[config.mk]
export PLATFORM = sky130hd
export DESIGN_NAME = commit_sequencer
export DESIGN_NICKNAME = d
export VERILOG_FILES = /design/src/rtl/commit_sequencer_pkg.sv /design/src/rtl/commit_sequencer.sv
export SDC_FILE = /design/constraint.sdc
export NUM_CORES = 1
export LEC_CHECK = 0
export ABC_AREA = 1
export BUFFER_PORTS_ARGS = -buffer_cell sky130_fd_sc_hd__buf_2
export CAP_MARGIN = 30
export CORE_ASPECT_RATIO = 1.4
export CORE_MARGIN = 2
export CORE_UTILIZATION = 46
export DETAILED_ROUTE_END_ITERATION = 10
export PLACE_DENSITY_LB_ADDON = 0.3
export SYNTH_ARGS = -nofsm -noshare
export SYNTH_HDL_FRONTEND = slang
export SYNTH_SLANG_ARGS = --single-unit
[constraint.sdc]
create_clock -name clk -period 4.25 [get_ports clk]
set_clock_uncertainty 0.15 [all_clocks]
set_input_delay 0.85 -clock clk [delete_from_list [all_inputs] [get_ports clk]]
set_output_delay 0.85 -clock clk [all_outputs]
set_load 0.03 [all_outputs]
[src/rtl/commit_sequencer_pkg.sv]
// Shared constants for the commit sequencer: commit type codes, widths, zero constants.
// Latency: n/a (package only).
// Backpressure: n/a (package only).
package commit_sequencer_pkg;

  localparam int DATA_W = 32;
  localparam int REG_W  = 5;
  localparam int ROB_W  = 4;
  localparam int CNT_W  = 32;

  localparam logic [1:0] COMMIT_REG    = 2'b00;
  localparam logic [1:0] COMMIT_STORE  = 2'b01;
  localparam logic [1:0] COMMIT_BRANCH = 2'b10;
  localparam logic [1:0] COMMIT_HALT   = 2'b11;

  localparam logic [ROB_W-1:0] ROB_ZERO = '0;
  localparam logic [REG_W-1:0] REG_ZERO = '0;

endpackage

[src/rtl/commit_sequencer.sv]
// Retires the ROB head in program order: reg writes, store handshake, misbranch flush, halt.
// Latency: zero added; commit/pop/store-go/misbranch are combinational from state and head.
// Backpressure: rdy low freezes everything; a store holds retirement until in_lsb_store_done.
module commit_sequencer
  import commit_sequencer_pkg::*;
#(
  parameter int DATA_W = commit_sequencer_pkg::DATA_W,
  parameter int REG_W  = commit_sequencer_pkg::REG_W,
  parameter int ROB_W  = commit_sequencer_pkg::ROB_W,
  parameter int CNT_W  = commit_sequencer_pkg::CNT_W
) (
  input  logic              clk,
  input  logic              rst,
  input  logic              rdy,
  input  logic              in_head_valid,
  input  logic              in_head_ready,
  input  logic [1:0]        in_head_type,
  input  logic [ROB_W-1:0]  in_head_tag,
  input  logic [REG_W-1:0]  in_head_dest,
  input  logic [DATA_W-1:0] in_head_value,
  input  logic              in_head_mispredict,
  input  logic [DATA_W-1:0] in_head_target,
  output logic              out_rob_pop,
  output logic [REG_W-1:0]  out_reg_commit_reg,
  output logic [ROB_W-1:0]  out_reg_commit_rob,
  output logic [DATA_W-1:0] out_reg_commit_value,
  output logic              out_misbranch,
  output logic [DATA_W-1:0] out_redirect_pc,
  output logic              out_lsb_store_go,
  output logic [ROB_W-1:0]  out_lsb_store_rob,
  input  logic              in_lsb_store_done,
  output logic              out_halt,
  output logic [CNT_W-1:0]  out_commit_count
);

  typedef enum logic [1:0] {
    S_IDLE       = 2'd0,
    S_STORE_WAIT = 2'd1,
    S_FLUSH      = 2'd2,
    S_HALTED     = 2'd3
  } state_t;

  state_t            state, state_nxt;
  logic [ROB_W-1:0]  store_tag, store_tag_nxt;
  logic [CNT_W-1:0]  count;
  logic              head_ok;

  assign head_ok = in_head_valid & in_head_ready;

  // Next state and all combinational outputs; reset and rdy low both idle every pulse.
  always_comb begin
    state_nxt            = state;
    store_tag_nxt        = store_tag;
    out_rob_pop          = 1'b0;
    out_reg_commit_reg   = '0;
    out_reg_commit_rob   = '0;
    out_reg_commit_value = '0;
    out_misbranch        = 1'b0;
    out_redirect_pc      = '0;
    out_lsb_store_go     = 1'b0;
    // The outstanding store tag stays visible for the whole wait, even while frozen.
    out_lsb_store_rob    = (!rst && state == S_STORE_WAIT) ? store_tag : '0;

    if (rdy && !rst) begin
      unique case (state)
        S_IDLE: begin
          if (head_ok) begin
            unique case (in_head_type)
              COMMIT_REG: begin
                out_reg_commit_reg   = in_head_dest;
                out_reg_commit_rob   = in_head_tag;
                out_reg_commit_value = in_head_value;
                out_rob_pop          = 1'b1;
              end
              COMMIT_STORE: begin
                out_lsb_store_go  = 1'b1;
                out_lsb_store_rob = in_head_tag;
                store_tag_nxt     = in_head_tag;
                state_nxt         = S_STORE_WAIT;
              end
              COMMIT_BRANCH: begin
                // Link register write for jal/jalr; dest 0 for plain branches.
                out_reg_commit_reg   = in_head_dest;
                out_reg_commit_rob   = in_head_tag;
                out_reg_commit_value = in_head_value;
                out_rob_pop          = 1'b1;
                if (in_head_mispredict) begin
                  out_misbranch   = 1'b1;
                  out_redirect_pc = in_head_target;
                  state_nxt       = S_FLUSH;
                end
              end
              default: begin
                out_rob_pop = 1'b1;
                state_nxt   = S_HALTED;
              end
            endcase
          end
        end
        S_STORE_WAIT: begin
          if (in_lsb_store_done) begin
            out_rob_pop = 1'b1;
            state_nxt   = S_IDLE;
          end
        end
        S_FLUSH: begin
          // The ROB is clearing this cycle; whatever sits at the head is stale.
          state_nxt = S_IDLE;
        end
        default: begin
          state_nxt = S_HALTED;
        end
      endcase
    end
  end

  // State, pending store tag and retirement counter; all hold while rdy is low.
  always_ff @(posedge clk) begin
    if (rst) begin
      state     <= S_IDLE;
      store_tag <= '0;
      count     <= '0;
    end else if (rdy) begin
      state     <= state_nxt;
      store_tag <= store_tag_nxt;
      if (out_rob_pop) begin
        count <= count + CNT_W'(1);
      end
    end
  end

  assign out_halt         = (state == S_HALTED);
  assign out_commit_count = count;

endmodule
Yosys cells after proc, flatten, opt, wreduce, memory -nomap -nowiden
Index checks and enable logic that the tools add are counted.
Cells by class
  equal/unequal tests: 9
  reductions and logical operators: 9
  multiplexer cells: 41
  shift-type cells: 0
  add/subtract/negate cells: 1
  div/mod/pow operators: 0
  $lt $le $gt $ge: 0
  multipliers: 0
  bitwise gates (word level): 1
Operators by type and width (number)
  $mux W32: 9
  $mux W4: 9
  $add A32 B1 Y32 const B: 1
  $mux W5: 4
  $mux W1: 13
  $pmux W2 S3: 2
  $eq A2 B2 Y1 const B: 3
  $mux W2: 3
  $ne A2 B2 Y1 const B: 3
  $reduce_and A6 Y1: 1
  $reduce_and A5 Y1: 1
  $eq A2 B1 Y1 const B: 2
  $logic_not A2 Y1: 2
  $ne A3 B3 Y1 const B: 1
  $logic_and A1 B1 Y1: 2
  $pmux W1 S2: 1
  $reduce_and A2 Y1: 1
  $reduce_or A2 Y1: 1
  $and A1 B1 Y1: 1
  $logic_not A1 Y1: 1
Storage, ports and cells
  bits in read-only memories: 0
  bits in writable memories: 0
  memories: 0
  register bits: 38
  latch bits: 0

Depth between registers and ports, before layout
Gate-level depths: netlist (run 1).
  word-level depth: 7
  gate-level depth with buffers: 12
  gate-level depth less buffers: 12

Least setup slack after synthesis (run 1)
Ideal clock, no wire load.
  kind: input-to-output
  from: in in_head_valid
  to: out out_redirect_pc[10]
  setup slack: 1.134 ns
  path buffers: 1
  arrival: 2.116 ns
  stages on the path: 7
  cells stage by stage: nand2_2 nor2_1 nand3_4 nor2_4 inv_2 buf_6 nor2_1
On the way
  cells in the longest elaborated chain, start to end: 4
RTL lines
  start, declared: line commit_sequencer.sv:15  | input logic in_head_valid,
  $and A1 B1 Y1: line commit_sequencer.sv:48  | assign head_ok = in_head_valid & in_head_ready;
  $mux W32: line commit_sequencer.sv:67  | if (head_ok) begin
  $mux W32: line commit_sequencer.sv:65  | unique case (state)
  $mux W32: line commit_sequencer.sv:64  | if (rdy && !rst) begin
  end, declared: line commit_sequencer.sv:28  | output logic [DATA_W-1:0] out_redirect_pc,
No other way between the ends.

Worst setup path after layout (run 1)
  from: in rst
  to: out out_redirect_pc[18]
On the way
  cells in the longest elaborated chain, start to end: 3
RTL lines
  start, declared: line commit_sequencer.sv:13  | input logic rst,
  $logic_not A1 Y1: line commit_sequencer.sv:64
  $logic_and A1 B1 Y1: line commit_sequencer.sv:64
  $mux W32: line commit_sequencer.sv:64
No other way between the ends.

==> results of run 1 <==
-- final timing paths --
check                      startpoint  depth (start not counted)                    to  slack [ns]
setup / recovery                  rst                          9   out_redirect_pc[18]        0.89
hold / removal    out_commit_count[5]                          2   out_commit_count[5]        0.35
setup reg to reg             state[1]                          9  out_commit_count[21]        2.17
hold reg to reg   out_commit_count[5]                          2   out_commit_count[5]        0.35
-- synthesized netlist by cell type (3+ instances only) --
cell type  count  share of area [%]
a21oi_1       17                2.9
a21oi_2        7                2.1
buf_2          5               0.85
buf_6          3                1.1
dfxtp_1       38                 26
ha_1           5                2.1
inv_1        117                 15
nand2_1       83                 11
nand2_2        4               0.85
nand3_1       29                4.9
nand3_2        3                1.0
nand4_1       10                2.1
nor2_1       126                 16
nor2_2         6                1.3
nor2_4         5                1.9
nor3_1         6                1.0
o21ai_0       14                2.4
-- layout by cell type, fill, tap and decap left out, drive strengths merged --
| master | Yosys | layout |
|---|---|---|
| nand3b | 1 | 1 |
| buf | 12 | 196 |
| inv | 120 | 120 |
| nand3 | 33 | 33 |
| nand2 | 90 | 90 |
| a21oi | 25 | 25 |
| nor3b | 1 | 1 |
| bufinv | 0 | 1 |
| ha | 5 | 5 |
| xor2 | 1 | 1 |
| or2 | 1 | 1 |
| nor3 | 7 | 7 |
| clkbuf | 1 | 6 |
| nor2 | 137 | 137 |
| o21ai | 14 | 14 |
| o21a | 2 | 2 |
| and3 | 1 | 1 |
| xnor2 | 1 | 1 |
| dfxtp | 38 | 38 |
| o21bai | 2 | 2 |
| nand4 | 11 | 11 |
-- layout make-up --
type / instances / area [um2]
Tap cell: 72 / 90.1
Timing Repair Buffer: 196 / 986
Clock buffer: 6 / 82.6
Fill cell: 577 / 2180
Sequential cell: 38 / 761
Inverter: 120 / 455
Multi-Input combinational cell: 332 / 1630
Clock inverter: 1 / 30.0
-- cells by family (layout without fill, tap and decap cells) --
kind of cell | after synthesis | after routing | share of synthesized area, %
simple gates | 282 | 282 | 43.8
buf+inv | 133 | 323 | 18.7
compound gates | 43 | 43 | 8.93
flops | 38 | 38 | 25.9
fa+ha+maj | 5 | 5 | 2.13
xor+xnor | 2 | 2 | 0.595
-- power by group through the flow --
stage / clock [W] / combinational [W] / sequential (W)
after global placement: 0 / 0.000118 / 0.000367
after detailed placement: 0 / 0.000121 / 0.000368
final: 0.000312 / 0.000121 / 0.000359
after global routing: 0.000333 / 0.000135 / 0.000360
after floorplan: 0 / 0.0000659 / 0.000368
after CTS: 0.000315 / 0.000122 / 0.000359
-- state kept, by name, indices dropped and copies added (netlist names) --
signal,count
state,2
store_tag,4
out_commit_count,32
-- through the flow --
| step | hold WS (ns) | total power [W] | cell area, um2 |
|---|---|---|---|
| after CTS | 0.355 | 0.000796 | 4040 |
| after global placement | 0.328 | 0.000486 | 3920 |
| after detailed placement | 0.342 | 0.000489 | 3920 |
| after global routing | 0.390 | 0.000828 | 4040 |
| final | 0.354 | 0.000793 | 4040 |
| after floorplan | 0.355 | 0.000434 | 2940 |
-- tightest hold or removal path: stages (launching register included) --
cell and delay (ns):
dfxtp_1 0.35, inv_1 0.06, a21oi_1 0.05
-- layer usage --
layer  up-vias  global-route usage, %  share of wire [%]
met2       163                   44.5                 47
met1      1567                   30.8                 42
met5         -                      0                  0
met4         0                   7.84                1.2
met3        14                   5.42                 10
li1       1873                      -                  -
==> impl_results.md, run 1 <==
* Worst slew pin tran at 0.492 ns
* Reg clk slew, reported paths at 0.07 ns
* Vias in the first global route at 3,284
* Max Root-Sink Buffers at 2
* Int Power at 0.000594 W
* Setup ws final at 0.894 ns
* Post-CTS setup buffers at 0
* Unrepaired setup endpoints after global routing: false
* Pwr Density at 197 nW/um2
* Maximum clock rate at 298 MHz
* Seq pwr share at 45.3%
* Max Slew Vio Count at 0
* Setup violators final at 0
* Main flop type after synthesis: dfxtp_1
* Final hold vios at 0
* Async SR Flop Fraction at 0%
* 1st-iter DRT viols at 171
* Initial Util at 47.4%
* CP max FO at 37
* First-pass GRT wire length at 14.6 mm
* Initial antenna violation count at 0
* Crit-path leading delay family: buffers and inverters
* Syn Nets at 590
* CP arrival at 2.36 ns
* Non-filler cells, final at 765
* Psw at 0.000199 W
* Chip width at 71.6 um
* Final Core Density at 65.0%
* CTS Hold Buffers Added at 0
* Crit end category: output pin
* Total CTS buffers at 5
* Final nets at 780
* Clk pwr share at 39.4%
* I/O pins at 195
* Distinct cells, synth at 37
* CP Cell Sequence: buf_2 > inv_4 > nand2_4 > inv_4 > nand3_4 > nor2_4 > inv_2 > nor2_1 > buf_2
* Max stage delay on crit path at 0.30 ns
* Root Buffer: clkbuf_8
* Y dimension of the die at 98.6 um
* Setup TNS after final layout at 0 ns
* CTS tree: yes
* Final worst-path cycle share at 79.0%
* Critical Path RT at 3.25 ns
* WP buf/inv at 5
* Normalized max-slew margin at 67.1%
* Max_cap viols at 0
* Wire per inst at 12.0 um
* VDD IR max at 0.284 mV
* All-Layer GR Usage at 25.4%
* Sw Share at 25.1%
* Total number of yosys warnings at 0
* Register area share after synthesis at 25.9%
* Detailed placement HPWL at 7.36 mm
* Routed Antenna Nets at 0
* CP max-delay cell: inv_4
* Grt total ovfl at 0
* Port bufs at 194
* CTS sink cnt at 38
* Clk_lat worst skew at 0.29 ns
* DRC Markers at 0
* Pre-Repair DR Iteration Count at 4
* ANT cells at 0
* Yosys reg bits at 38
* H-tree lvl count at 2
* Status: finished, final reports clean
* RePlAce Congestion at 0.868
* CP Launch Type: input port
* Core area at 6210 um2
* Mean Syn Cell Area at 5.85 um2
* Cells after DPL at 758
* Synth Instances at 503
* Place WS at 0.887 ns
* Largest net degree at the start of global routing at 42
* Vias at 3,617
* Synthesized area at 2940 um2
* Resized Gates After CTS at 0
* Drt total wl at 9.15 mm
* Crit path kind: input port to output pin
* Comb pwr share at 15.3%
* Minimum clock period at 3.36 ns
* Vias per cell at 4.73
* Hold crit path type: flop to flop
* DIE AREA at 7060 um2
* Layout cell share with drive strength beyond 1 at 34.5%
* Syn-to-layout area delta at 37.1%
* Leakage Power at 2.49 nW
* EDFF count, synth at 0
* Rows at 34
Power figures use the tool's default switching activity.
==> run 2: changes to the inputs <==
--- a/config.mk
+++ b/config.mk
@@ -10,7 +10,7 @@
 export CAP_MARGIN = 30
 export CORE_ASPECT_RATIO = 1.4
 export CORE_MARGIN = 2
-export CORE_UTILIZATION = 46
+export CORE_UTILIZATION = 39
 export DETAILED_ROUTE_END_ITERATION = 10
 export PLACE_DENSITY_LB_ADDON = 0.3
 export SYNTH_ARGS = -nofsm -noshare
==> constraint.sdc (replaced) <==
create_clock -name clk -period 2.95 [get_ports clk]
set_clock_uncertainty 0.15 [all_clocks]
set_input_delay 0.59 -clock clk [delete_from_list [all_inputs] [get_ports clk]]
set_output_delay 0.59 -clock clk [all_outputs]
set_load 0.03 [all_outputs]
==> run 2 against run 1 <==
Critical path depth is 1 lower; via count is 2.8% higher; sequential power is 44% higher; flip-flop and latch count stayed put; sequential share of layout area is 0.11 points lower; critical endpoint is now out_reg_commit_value[29]; final cell count is 3.5% higher; wire length is 16% higher; register-to-register slack worse by 1.3 ns; largest power group unchanged.
==> impl_results.md, run 2 (synthesis results as in run 1) <==
* Status: finished, final reports clean (unchanged)
* Final Core Density at 55.5% (was 65.0%)
* Routed Antenna Nets at 0 (unchanged)
* H-tree lvl count at 2 (unchanged)
* Vias in the first global route at 3,353 (was 3,284)
* Hold crit path type: flop to flop (unchanged)
* Commonest non-fill, non-tap cells in the layout: buf_2, nor2_1, inv_1 (unchanged)
* Leakage Power at 2.49 nW (about the same)
* Sw Share at 29.1% (was 25.1%)
* Final worst-path cycle share at 94.1%
* CTS Hold Buffers Added at 0 (unchanged)
* Crit end category: output pin (unchanged)
* Wire per inst at 13.4 um (was 12.0 um)
* Core area at 7310 um2 (was 6210 um2)
* Non-filler cells, final at 792 (was 765)
* Int Power at 0.000774 W (was 0.000594 W)
* Pre-Repair DR Iteration Count at 5 (was 4)
* Psw at 0.000318 W (was 0.000199 W)
* Clk_lat worst skew at 0.30 ns (was 0.29 ns)
* Comb pwr share at 16.6% (was 15.3%)
* Chip width at 77.4 um (was 71.6 um)
* I/O pins at 195 (unchanged)
* Normalized max-slew margin at 68.8% (was 67.1%)
* CP max FO at 41 (was 37)
* Crit path kind: flop to output pin (was input port to output pin)
* First-pass GRT wire length at 16.5 mm (was 14.6 mm)
* Clk pwr share at 36.0% (was 39.4%)
* Minimum clock period at 2.78 ns
* Seq pwr share at 47.4% (was 45.3%)
* Setup ws final at 0.174 ns (was 0.894 ns)
* Layout cell share with drive strength beyond 1 at 34.7% (was 34.5%)
* DRC Markers at 0 (unchanged)
* VDD IR max at 0.168 mV (was 0.284 mV)
* Critical Path RT at 2.21 ns (was 3.25 ns)
* Max FFs per register at 32 (unchanged)
* Port bufs at 194 (unchanged)
* Largest net degree at the start of global routing at 42 (unchanged)
* Place WS at 0.375 ns (was 0.887 ns)
* Worst hold slack at 0.356 ns (was 0.354 ns)
* Root Buffer: clkbuf_8 (unchanged)
* RePlAce Congestion at 0.911 (was 0.868)
* Resized Gates After CTS at 0 (unchanged)
* Pwr Density at 269 nW/um2 (was 197 nW/um2)
* Detailed placement HPWL at 8.73 mm (was 7.36 mm)
* Reg clk slew, reported paths at 0.09 ns (was 0.07 ns)
* Unrepaired setup endpoints after global routing: false (unchanged)
* 1st-iter DRT viols at 157 (was 171)
* Maximum clock rate at 360 MHz
* Rows at 37 (was 34)
* Final nets at 781 (was 780)
* Max_cap viols at 0 (unchanged)
* Most common cell after layout, fill and taps aside: buf_2 (unchanged)
* Syn-to-layout area delta at 37.9% (was 37.1%)
* Max Slew Vio Count at 0 (unchanged)
* CTS tree: yes (unchanged)
* Initial Util at 40.2% (was 47.4%)
* CP arrival at 2.04 ns (was 2.36 ns)
* Worst slew pin tran at 0.467 ns (was 0.492 ns)
* Post-CTS setup buffers at 0 (unchanged)
* ANT cells at 0 (unchanged)
* Total CTS buffers at 5 (unchanged)
* Max Root-Sink Buffers at 2 (unchanged)
* Setup violators final at 0 (unchanged)
* Vias at 3,720 (was 3,617)
* Grt total ovfl at 0 (unchanged)
* Vias per cell at 4.70 (was 4.73)
* Final hold vios at 0 (unchanged)
* Y dimension of the die at 107 um (was 98.6 um)
* CP Launch Type: flop (was input port)
* Cells after DPL at 784 (was 758)
* DIE AREA at 8270 um2 (was 7060 um2)
* CTS sink cnt at 38 (unchanged)
* Initial antenna violation count at 1 (was 0)
* Drt total wl at 10.6 mm (was 9.15 mm)
* Setup TNS after final layout at 0 ns (unchanged)
* All-Layer GR Usage at 25.3% (was 25.4%)
==> run 2: cell types whose count changed in the layout (fill, tap and decap cells not counted) <==
cell / before / now
clkinv_2: 0 / 1
bufinv_16: 1 / 0
inv_2: 1 / 0
inv_4: 2 / 3
buf_4: 2 / 3
clkinvlp_4: 0 / 1
==> run 2: through the flow <==
step	instance area (um2)	power (W)
detailed placement	3960	0.000710
floorplan	2940	0.000625
finish	4060	0.00109
global placement	3960	0.000708
CTS	4060	0.00110
global route	4060	0.00114
==> run 2: layer usage <==
metal / vias up / track usage, % / wire (um)
met5: - / 0 / 14
met4: 2 / 9.57 / 318
met3: 25 / 5.98 / 1100
met2: 187 / 43.4 / 4980
met1: 1626 / 30.6 / 4230
li1: 1880 / - / -
==> run 2: worst max-delay path: stages (launching register included) <==
cell and delay [ns]:
dfxtp_1 0.34, inv_1 0.10, ha_1 0.18, inv_1 0.07, nor2_1 0.24, nand3_4 0.12
buf_4 0.28, nor2_1 0.18, buf_2 0.22
==> run 2: final cells by class <==
cell class	count	area, um2
Clock buffer	6	82.6
Clock inverter	2	12.5
Fill cell	767	3260
Inverter	120	458
Multi-Input combinational cell	332	1630
Sequential cell	38	761
Tap cell	97	121
Timing Repair Buffer	197	993
==> run 2: path summary, 6_finish.rpt <==
path	startpoint	slack (ns)	depth (start not counted)	end
max	state[0]	0.17	8	out_reg_commit_value[29]
min	out_commit_count[5]	0.36	2	out_commit_count[5]
max reg2reg	state[1]	0.91	9	out_commit_count[23]
min reg2reg	out_commit_count[5]	0.36	2	out_commit_count[5]
==> run 2: power by group through the flow <==
stage                     combinational [W]  sequential, W  clock, W
after CTS                          0.000182       0.000517  0.000400
final                              0.000182       0.000518  0.000393
after detailed placement           0.000181       0.000530         0
after global placement             0.000178       0.000529         0
after global routing               0.000201       0.000518  0.000421
after floorplan                   0.0000949       0.000530         0
